## config.mk

```make
export PLATFORM = sky130hd
export DESIGN_NAME = dff_pipeline
export DESIGN_NICKNAME = d
export VERILOG_FILES = /design/src/rtl/dff_pipeline.sv
export SDC_FILE = /design/constraint.sdc
export NUM_CORES = 1
export LEC_CHECK = 0
export BUFFER_PORTS_ARGS = -buffer_cell sky130_fd_sc_hd__buf_2
export CORE_ASPECT_RATIO = 0.8
export CORE_MARGIN = 8
export CORE_UTILIZATION = 35
export CTS_BUF_LIST = sky130_fd_sc_hd__clkbuf_8
export DETAILED_ROUTE_END_ITERATION = 8
export GPL_TIMING_DRIVEN = 0
export SETUP_SLACK_MARGIN = 0.3
export SLEW_MARGIN = 30
export SYNTH_ARGS = -nofsm -noshare
export SYNTH_HDL_FRONTEND = slang
export SYNTH_SLANG_ARGS = --single-unit
```

## constraint.sdc

```tcl
create_clock -name Clk -period 2.61 [get_ports Clk]
set_input_delay 0.522 -clock Clk [delete_from_list [all_inputs] [get_ports Clk]]
set_output_delay 0.522 -clock Clk [all_outputs]
set_load 0.005 [all_outputs]
```

## src/rtl/dff_pipeline.sv

```systemverilog
// Elastic WIDTH-bit, DEPTH-stage register pipeline with ready/valid handshake,
// bubble collapsing, global enable, synchronous flush and an occupancy count.
module dff_pipeline #(
    parameter int              WIDTH     = 8,
    parameter int              DEPTH     = 4,
    parameter logic [WIDTH-1:0] RESET_VAL = '0
) (
    input  logic                       Clk,
    input  logic                       Rst,
    input  logic                       En,
    input  logic                       Flush,
    input  logic                       In_valid,
    output logic                       In_ready,
    input  logic [WIDTH-1:0]           D,
    output logic                       Out_valid,
    input  logic                       Out_ready,
    output logic [WIDTH-1:0]           Q,
    output logic [WIDTH-1:0]           Qn,
    output logic [$clog2(DEPTH+1)-1:0] Occupancy
);

    localparam int OCC_W = $clog2(DEPTH + 1);

    logic [WIDTH-1:0] data_q [DEPTH];
    logic [WIDTH-1:0] data_d [DEPTH];
    logic [DEPTH-1:0] v_q;
    logic [DEPTH-1:0] v_d;
    logic [DEPTH-1:0] rdy;
    logic [OCC_W-1:0] occ_cnt;

    // A stage is ready when it, or any stage downstream of it, holds a bubble,
    // or when the consumer is taking the last word.
    always_comb begin
        logic bubble;
        // NOTE: every always_comb output gets a default first so no path can infer a latch.
        rdy    = '0;
        bubble = 1'b0;
        for (int i = DEPTH - 1; i >= 0; i--) begin
            bubble = bubble | ~v_q[i];
            rdy[i] = Out_ready | bubble;
        end
    end

    assign In_ready  = En & ~Flush & rdy[0];
    assign Out_valid = En & v_q[DEPTH-1];
    assign Q         = data_q[DEPTH-1];
    assign Qn        = ~data_q[DEPTH-1];

    // Data only moves with a valid word, so an empty output stage keeps Q stable.
    always_comb begin
        data_d = data_q;
        v_d    = v_q;
        if (Flush) begin
            v_d = '0;
        end else if (En) begin
            if (rdy[0]) begin
                v_d[0] = In_valid;
                if (In_valid) data_d[0] = D;
            end
            for (int i = 1; i < DEPTH; i++) begin
                if (rdy[i]) begin
                    v_d[i] = v_q[i-1];
                    if (v_q[i-1]) data_d[i] = data_q[i-1];
                end
            end
        end
    end

    // NOTE: state uses non-blocking assignments so every stage samples pre-edge values.
    always_ff @(posedge Clk) begin
        if (Rst) begin
            v_q <= '0;
            // NOTE: the data array is reset deliberately; Q must show RESET_VAL after reset.
            for (int i = 0; i < DEPTH; i++) data_q[i] <= RESET_VAL;
        end else begin
            v_q    <= v_d;
            data_q <= data_d;
        end
    end

    always_comb begin
        occ_cnt = '0;
        for (int i = 0; i < DEPTH; i++) occ_cnt = occ_cnt + OCC_W'(v_q[i]);
    end

    assign Occupancy = occ_cnt;

endmodule

```

==> Word level (Yosys, flattened, before mapping) <==
Cells that the tools add are included.
{ "classes": {"n_addsub": 3, "bitwise_logic": 16, "reduce_logical": 9} }
{ "op_table": {"columns": ["cell", "count"], "rows": [
  ["4-bit AND reduction", 4],
  ["8-bit NOT", 1],
  ["2-bit AND reduction", 4],
  ["1-bit OR", 7],
  ["1-bit NOT", 5],
  ["2-bit by 1-bit adder with 3-bit output", 1],
  ["3-bit by 1-bit adder with 3-bit output", 1],
  ["1-bit AND", 3],
  ["1-bit by 1-bit adder with 2-bit output", 1],
  ["2-bit OR reduction", 1]
]} }
{ "totals": {"regBits": 36, "inputBits": 14} }

==> Depth between registers and ports, before layout <==
Gate-level depths: netlist (run 1).
{ "logic_depth": {"ltp_word": 6, "ltp_mapped": 6, "ltp_nobuf": 5} }

==> Worst setup path after synthesis (run 1) <==
Ideal clock, no wire load.
{ "synth_path": {"path_type": "register to output", "from": "reg v_q[0]", "to": "out Occupancy[1]", "arrival_time_ns": 1.506, "required_time_ns": 2.088, "path_slack_ns": 0.582, "path_stages_with_launch": 6, "path_buffers": 0, "cell_sequence": "dfxtp_1 -> inv_1 -> fa_1 -> inv_1 -> ha_1 -> ha_1"} }
{ "synth_via": {"elab_chain_cells": 3} }
{ "synth_lines": {"columns": ["element", "line", "text"], "rows": [
  ["from (decl)", "26", "logic [DEPTH-1:0] v_q;"],
  ["from (signal assigned)", "76", "v_q <= v_d;"],
  ["1-bit by 1-bit adder with 2-bit output", "83", "for (int i = 0; i < DEPTH; i++) occ_cnt = occ_cnt + OCC_W'(v_q[i]);"],
  ["2-bit by 1-bit adder with 3-bit output", "83", null],
  ["3-bit by 1-bit adder with 3-bit output", "83", null],
  ["to (decl)", "19", "output logic [$clog2(DEPTH+1)-1:0] Occupancy"]
]} }
Every way passes these cells.

==> Final worst setup path (run 1) <==
{ "layout_path": {"from": "reg v_q[1]", "to": "out Occupancy[1]"} }
Same word-level chain as after synthesis.

==> summary.txt, run 1 <==
Timing
  – RSZ-0062 raised after global routing: true
  – Endpoints failing setup: 0
  – Pin slew with the least headroom to its limit: 0.566 ns
  – Slew Viols, Final: 0
  – Final Hold Fails: 0
  – Period utilisation layout: between 80% and 90%
  – Slew HR: 62.1%
  – Post-Route Skew: 0.00396 ns
  – Fin Setup TNS: 0 ns
  – FMAX: around 430 MHz
  – Crit path time final: about 2.3 ns

Finish
  – Most frequent cells in the layout: 34 x buf_2, 33 x dfxtp_1, 27 x o21ai_0, 27 x a21oi_1, 24 x nand3_1
  – Final nets: about 260
  – Commonest non-fill, non-tap cell in the layout: buf_2
  – Area Growth Syn to Fin: 23.8%
  – Ratio of cells with drive above 1 in the final layout: between 20% and 30%
  – ANT cells: 0
  – Fin cells: between 300 and 400

CTS
  – TritonCTS clock tree: yes
  – H-tree levels: 2
  – Clock buffer depth: 2
  – CTS Buf Count: 5
  – Root Buffer: clkbuf_8
  – Worst-path clk slew: approximately 0.070 ns
  – Clock latency on the worst-skew pair: 0.28 ns
  – Clock sink count: 36

Route
  – Antenna-violating nets left: 0
  – Vias per cell: 4.76
  – DR DRC count: 0
  – Pre-antenna DRT Iters: 4
  – Initial DRC count: between 60 and 70
  – Wire per inst: about 12 um
  – Via count: 1441
  – WL final: roughly 3700 um

Logic synthesis
  – Synthesized area per cell: about 8.5 um2
  – Asr flop ratio synth: 0%
  – Main synth FF type: dfxtp_1
  – Post-synthesis cell count: just under 200
  – Syn. warnings: 0
  – Largest cells by area after synthesis: dfxtp_1 43%, a21oi_1 8.0%, o21ai_0 8.0%, nand3_1 7.1%, nand2b_1 6.3%
  – Yosys cell types: 25
  – Register area share after synthesis: 42.9%
  – Area of the mapped netlist: 0.00168 mm2
  – Synthesized flop and latch total: 36
  – Top cell type's share of synthesized area: 42.9%
  – Cell taking the most area after synthesis: dfxtp_1
  – EDFF count, synth: 0
  – Syn_nets: between 200 and 250

Power
  – Leak Pwr: 0.778 nW
  – Total Power: between 1 and 1.5 mW
  – Sw Pwr: between 0.2 and 0.25 mW
  – Combinational Power Share: around 5.4%
  – Internal power: 0.788 mW
  – Pwr dens: 490 mW/mm2
  – VDD IR max: between 0.0002 and 0.0003 V
  – Clock power frac: about two fifths
  – Flop pwr share: between 50% and 60%
  – Sw Ratio: 22.7%

GRT
  – GRT overflow: 0
  – Initial antenna violation count: 0
  – Vias in the first global route: 1265
  – First-pass GRT wire length: 6000 um
  – Global Route Usage Sum: between 10% and 20%
  – Largest net degree at the start of global routing: 12

Hold path
  – HP Class: register to register

Run status
  – Run status: finished, final reports clean

Die
  – Die Span X: 93.5 um
  – Die Y-Extent: about 78 um
  – Cell row count: 22
  – Boundary pin count: 35
  – Core area: approximately 0.0046 mm2
  – Starting density of the core: 36.6%
  – Die area: between 0.007 and 0.008 mm2

Placed design
  – GP Congestion: about 0.8
  – HPWL Detailed: between 2000 and 3000 um
  – PortBufs: 34
  – Post-Place Cells: roughly 300

Setup path
  – Crit. End Element: output port
  – CP Data Arrival Time: 1.78 ns
  – Crit start category: register
  – CP required: between 2 and 2.5 ns
  – Critical path peak fanout: 7
  – Crit Path Class: register to output port

Job
  – Max cap viols: 0
-- synth_stat cells (4+ instances only) --
master	count
dfxtp_1	36
a21oi_1	27
o21ai_0	27
nand3_1	24
nand2b_1	17
inv_1	14
buf_4	9
clkbuf_1	8
mux2i_1	8
and3b_1	4
nand2_1	4
nand3b_1	4
-- power by group through the flow --
stage,clock network (mW),logic (mW),registers [mW]
2_1_floorplan,0,0.0313,0.569
3_3_place_gp,0,0.0518,0.570
3_5_place_dp,0,0.0528,0.570
4_1_cts,0.418,0.0545,0.555
5_1_grt,0.439,0.0611,0.556
6_report,0.409,0.0550,0.555
-- final cells by class --
cell class	count	area, um2
fill	502	2510
multi-input combinational	127	805
sequential	36	729
timing repair buffer	37	199
buffer	21	129
clock buffer	6	82.6
tap	60	75.1
inverter	14	52.6
clock inverter	2	10.0
-- through the flow --
step	setup WS (ns)	util [%]	hold WS [ns]	cell area, um2
floorplan	0.582	-	0.440	1680
global placement	0.418	41.9	0.454	1930
detailed placement	0.391	41.9	0.459	1930
CTS	0.282	45.1	0.466	2070
global route	0.261	45.3	0.477	2080
finish	0.310	45.3	0.464	2080
-- what timing repair did --
| action | in CTS | in global routing |
|---|---|---|
| resized for setup | 9 | 2 |
| hold buffers | 0 | 0 |
| endpoints found under the setup margin | 3 | 2 |
| setup buffers | 3 | 0 |
| pin swaps | 1 | 2 |
-- cells by family after synthesis --
| group | synth area share (%) |
|---|---|
| flops | 42.9 |
| fa+ha+maj | 2.68 |
| buf+inv | 10.8 |
| compound gates | 18.2 |
| simple gates | 20.8 |
| mux | 4.76 |
-- path summary, 6_finish.rpt --
| path | slack, ns | from | cells past startpoint | endpoint |
|---|---|---|---|---|
| worst min-delay path | 0.46 | data_q[17] | 2 | data_q[9] |
| worst min register to register | 0.46 | data_q[17] | 2 | data_q[9] |
| worst max-delay path | 0.31 | v_q[1] | 6 | Occupancy[1] |
| worst max register to register | 0.98 | v_q[3] | 5 | data_q[27] |
-- metal layers --
| metal | wire (um) | up-vias | GRT usage (%) |
|---|---|---|---|
| li1 | - | 756 | - |
| met1 | 1900 | 646 | 13.6 |
| met2 | 1440 | 33 | 14.1 |
| met3 | 260 | 6 | 3.85 |
| met4 | 50 | 0 | 4.33 |
| met5 | 0 | - | 0 |
-- flip-flops by register name, summed over array words and instances, names as in the netlist --
register  flops
data_q       24
v_q           4
Q             8
-- worst max-delay path, cell delays in order (launching register included) --
cell and delay [ns]:
dfxtp_4 0.37, inv_1 0.06, fa_1 0.52, inv_2 0.05, ha_4 0.16, ha_4 0.23, buf_6 0.11
No activity file was read; power rests on OpenSTA's default activity.
==> inputs of run 2 (changes only) <==
- PLACE_DENSITY: default -> 0.64
==> run 2 against run 1 <==
- combinational power increased by 1%
- hold slack about the same
- design area grew 1.7%
- die area did not move
- clock power grew 19%
- cell count is 0.33% higher
- global-route usage shrank 0.090 points
- critical path depth up 1
- via count grew 0.14%
- power up 7.8%
- critical path type unchanged
==> summary.txt, run 2 (synthesized netlist as in run 1, its figures left out) <==
Setup path
  – Reg2Reg Setup Slack: 0.94 ns
  – CP cell instances: buf_6, inv_4, fa_1, inv_2, ha_4, ha_4, buf_6
  – CP Data Arrival Time: between 1.5 and 2 ns
  – CP required: 2.09 ns
  – Worst R2R Start: v_q[3]
  – CP peak stage delay: 0.49 ns
  – CP max-delay cell: fa_1
  – Crit Path Class: register to output port
  – RR Endpoint: data_q[27]
  – Depth of the worst register-to-register path: 5
  – Crit start category: register
  – Critical path peak fanout: 2
  – Crit. End Element: output port

GRT
  – GRT overflow: 0
  – Vias in the first global route: 1347
  – GR peak layer: met1
  – Met3 GRT Util: under 10%
  – Largest net degree at the start of global routing: 13
  – First-pass GRT wire length: roughly 6000 um
  – Initial antenna violation count: 0
  – M1 GR Usage: between 10% and 20%
  – Global Route Usage Sum: between 10 and 15%
  – Grt met2 use: between 10% and 20%

CTS
  – Clock sink count: 36
  – H-tree levels: 2
  – Hold buffers post-CTS: 0
  – Clock buffer depth: 2
  – Worst-path clk slew: 0.08 ns
  – TritonCTS clock tree: yes
  – Clock latency on the worst-skew pair: between 0.2 and 0.3 ns
  – CTS Buf Count: 5
  – Root Buffer: clkbuf_8

Timing
  – RSZ-0062 raised after global routing: true
  – Fin Setup TNS: 0 ns
  – Slew HR: between 60% and 70%
  – Endpoints failing setup: 0
  – Pin slew with the least headroom to its limit: approximately 0.58 ns
  – Final Hold Fails: 0
  – FMAX: roughly 440 MHz
  – Period utilisation layout: 87.9%
  – Slew Viols, Final: 0
  – Crit path time final: approximately 2.3 ns
  – Post-Route Skew: 0.00984 ns

Route
  – Initial DRC count: between 80 and 90
  – Antenna-violating nets left: 0
  – WL final: 3590 um
  – Wire per inst: about 12 um
  – Via count: 1443
  – DR DRC count: 0
  – Pre-antenna DRT Iters: 4
  – Vias per cell: 4.75

Placed design
  – HPWL Detailed: 2570 um
  – PortBufs: 34
  – GP Congestion: 0.735
  – Post-Place Cells: roughly 300

Finish
  – Largest reg by FF count: data_q
  – Commonest non-fill, non-tap cell in the layout: buf_2
  – Ratio of cells with drive above 1 in the final layout: ~30%
  – Final nets: 260
  – ANT cells: 0
  – Fin cells: 304
  – # fillers: around 500
  – Reg area: around 730 um2
  – Multi-input logic area: roughly 810 um2
  – Most frequent cells in the layout: 34 x buf_2, 33 x dfxtp_1, 27 x o21ai_0, 27 x a21oi_1, 24 x nand3_1
  – Largest register FFs: 24
  – Area Growth Syn to Fin: 25.9%
  – Post-layout util: 46.1%

Power
  – VDD IR max: 0.000318 V
  – Pwr dens: about 520 mW/mm2
  – Sw Ratio: between 20% and 30%
  – Sw Pwr: 0.239 mW
  – Combinational Power Share: 5.1%
  – Leak Pwr: about 0.8 nW
  – Internal power: approximately 0.86 mW
  – Clock power frac: approximately 44%
  – Flop pwr share: about half

Hold path
  – Hold Crit Endpoint: data_q[14]
  – Hold depth: 2
  – HP Class: register to register
  – Hold wc startpoint: data_q[22]

Die
  – Core area: around 0.0046 mm2
  – Cell row count: 22
  – Die Span X: roughly 93 um
  – Starting density of the core: between 30% and 40%
  – Die area: around 0.0073 mm2
  – Boundary pin count: 35
  – Die Y-Extent: 78.0 um

Job
  – Max cap viols: 0

Run status
  – Run status: finished, final reports clean
run 2: layout make-up:
type,count,area share (%)
clock buffers,5,3.25
multi-input cells,127,38.2
well taps,60,3.55
plain buffers,21,6.15
repair buffers,38,9.75
clock inverters,3,2.01
inverters,14,2.60
flip-flops and latches,36,34.5
run 2: repair_timing:
action / CTS / global route
pin swaps: 1 / 2
gates resized for setup: 8 / 9
buffers inserted: 2 / 2
setup endpoints to repair: 3 / 2
run 2: how the worst max path moves through the flow:
stage                    to   start  slack, ns  cells after the start
6_report       Occupancy[1]  v_q[3]       0.32                      7
4_1_cts        Occupancy[1]  v_q[3]       0.28                      7
5_1_grt        Occupancy[1]  v_q[3]       0.27                      7
3_5_place_dp   Occupancy[1]  v_q[0]       0.39                      6
3_3_place_gp   Occupancy[1]  v_q[0]       0.41                      6
2_1_floorplan  Occupancy[1]  v_q[0]       0.58                      5
run 2: per-layer routing:
metal	up-vias	share of wire, %
li1	761	-
met1	643	53
met2	34	39
met3	5	7.0
met4	0	1.1
met5	-	0
run 2: power groups by stage:
stage | clock network [mW] | logic (mW) | registers [mW]
6_report | 0.488 | 0.0556 | 0.555
5_1_grt | 0.526 | 0.0616 | 0.556
4_1_cts | 0.500 | 0.0544 | 0.556
3_5_place_dp | 0 | 0.0528 | 0.570
3_3_place_gp | 0 | 0.0518 | 0.570
2_1_floorplan | 0 | 0.0313 | 0.569
run 2: metrics by stage:
stage / total power, mW / hold WS [ns] / setup WS, ns / area (um2)
2_1_floorplan: 0.601 / 0.440 / 0.582 / 1680
3_3_place_gp: 0.622 / 0.453 / 0.409 / 1930
3_5_place_dp: 0.623 / 0.457 / 0.392 / 1930
4_1_cts: 1.11 / 0.468 / 0.280 / 2080
5_1_grt: 1.14 / 0.480 / 0.274 / 2120
6_report: 1.10 / 0.464 / 0.316 / 2120
run 2: worst max-delay path: cells and delay by family (launching register included):
family,cells,cell delay [ns]
buffers and inverters,4,0.29
DFF,1,0.33
adders and majority gates,3,0.87
==> inputs of run 3 (changes only) <==
- PLACE_DENSITY: 0.64 -> 0.55
==> run 3 against run 2 <==
- sequential power about the same
- combinational power decreased by 2%
- clock-buffer cell count unchanged
- via count increased by 2.3%
- cell count decreased by 0.33%
- power increased by 18%
- sequential share of layout area decreased by 0.34 points
- core utilization increased by 0.46 points
- first-iteration DRC count increased by 9.1%
==> summary.txt, run 3 (synthesized netlist as in run 1, its figures left out) <==
Hold path
  – Hold depth: 2
  – HP Class: register to register

Setup path
  – RR Endpoint: data_q[24]
  – Crit Path Class: register to output port
  – Depth of the worst register-to-register path: 5
  – CP required: 2.09 ns
  – Crit start category: register
  – CP Data Arrival Time: 1.76 ns
  – Critical path peak fanout: 2
  – CP startpoint: v_q[3]
  – CP Capture Point: Occupancy[1]
  – Worst R2R Start: v_q[3]
  – Reg2Reg Setup Slack: approximately 0.96 ns
  – Crit. End Element: output port

Timing
  – Post-Route Skew: 0.00357 ns
  – FMAX: around 440 MHz
  – Slew HR: between 60% and 70%
  – Endpoints failing setup: 0
  – Fin Setup TNS: 0 ns
  – Period utilisation layout: between 80% and 90%
  – Crit path time final: between 2 and 2.5 ns
  – Worst setup margin: roughly 0.33 ns
  – Slew Viols, Final: 0
  – Pin slew with the least headroom to its limit: between 0.5 and 0.6 ns
  – Final Hold Fails: 0
  – Hold slack: around 0.46 ns
  – RSZ-0062 raised after global routing: true

Finish
  – Area Growth Syn to Fin: 27.2%
  – Commonest non-fill, non-tap cell in the layout: buf_2
  – Largest reg by FF count: data_q
  – Post-Layout Inst Area: roughly 0.0021 mm2
  – # fillers: around 460
  – Post-layout util: 46.5%
  – Largest register FFs: 24
  – Ratio of cells with drive above 1 in the final layout: 27.6%
  – Most frequent cells in the layout: 34 x buf_2, 33 x dfxtp_1, 27 x o21ai_0, 27 x a21oi_1, 24 x nand3_1
  – Final nets: ~260
  – ANT cells: 0

Placed design
  – Dpl ws: around 0.39 ns
  – GP Congestion: between 0.7 and 0.8
  – PortBufs: 34
  – Area of placed instances: roughly 0.0019 mm2
  – HPWL Detailed: 2740 um

CTS
  – TritonCTS clock tree: yes
  – CTS Buf Count: 5
  – Clock sink count: 36
  – Root Buffer: clkbuf_8
  – Worst-path clk slew: about 0.070 ns
  – H-tree levels: 2
  – Clock buffer depth: 2
  – Clock latency on the worst-skew pair: 0.28 ns

GRT
  – First-pass GRT wire length: ~6300 um
  – Vias in the first global route: 1382
  – GRT overflow: 0
  – Global Route Usage Sum: 10.5%
  – Initial antenna violation count: 0
  – Largest net degree at the start of global routing: 13

Die
  – Die area: between 0.007 and 0.008 mm2
  – Cell row count: 22
  – Die Y-Extent: 78.0 um
  – Boundary pin count: 35
  – Starting density of the core: between 30% and 40%
  – Die Span X: approximately 93 um
  – Core area: 0.00460 mm2

Power
  – Leak Pwr: 0.807 nW
  – Pwr dens: 604 mW/mm2
  – VDD IR max: 0.000315 V

Route
  – WL final: ~3700 um
  – DR DRC count: 0
  – Pre-antenna DRT Iters: 4
  – Vias per cell: 4.87
  – Met3 wire length: between 200 and 250 um
  – Wire per inst: roughly 12 um
  – Via count: roughly 1500
  – Antenna-violating nets left: 0
  – Met2 WL post-DR: around 1600 um
  – Initial DRC count: 96
  – Max layer used: met4
  – WL met1: between 1500 and 2000 um

Job
  – Max cap viols: 0

Run status
  – Run status: finished, final reports clean
run 3: cell count changes in the layout (fill, tap and decap cells not counted), sizes merged:
cell      delta
buf          -1
bufinv       +2
clkinv       -1
clkinvlp     -1
run 3: area by class of cell:
type | count | area [um2] | share of cell area (%)
buffer | 21 | 129 | 6.03
clock buffer | 5 | 68.8 | 3.22
clock inverter | 3 | 90.1 | 4.21
inverter | 14 | 52.6 | 2.46
multi-input combinational | 127 | 795 | 37.2
sequential | 36 | 729 | 34.1
tap | 60 | 75.1 | 3.51
timing repair buffer | 37 | 199 | 9.30
run 3: per-layer routing:
layer	vias to the layer above	global-route usage, %
li1	757	-
met1	686	13.2
met2	31	16.5
met3	2	4.04
met4	0	2.41
met5	-	0
run 3: worst min path at each step:
stage	startpoint	to	slack, ns
6_report	data_q[21]	data_q[13]	0.46
5_1_grt	data_q[17]	data_q[9]	0.49
4_1_cts	data_q[17]	data_q[9]	0.47
3_5_place_dp	data_q[12]	Q[4]	0.45
3_3_place_gp	data_q[11]	Q[3]	0.45
2_1_floorplan	data_q[8]	Q[0]	0.44
run 3: report_power, final:
part           internal, mW  switching (mW)
clock network         0.478           0.205
logic                0.0247          0.0296
registers             0.552         0.00271
total                  1.05           0.237
run 3: through the flow:
stage	instances	total power [mW]
finish	303	1.29
global route	303	1.34
CTS	303	1.31
detailed placement	292	0.623
global placement	292	0.622
floorplan	198	0.601
run 3: repair_timing:
action	in CTS	in global routing
pin swaps	0	0
endpoints found under the setup margin	3	1
buffers inserted	3	0
resized for setup	9	1
hold buffers	0	0
endpoints found under the hold margin	0	0
run 3: worst max-delay path, cell delays in order, from the launching register on:
cell	delay, ns
dfxtp_2	0.32
buf_6	0.09
inv_2	0.03
fa_1	0.47
inv_1	0.04
ha_2	0.17
ha_4	0.26
buf_6	0.08
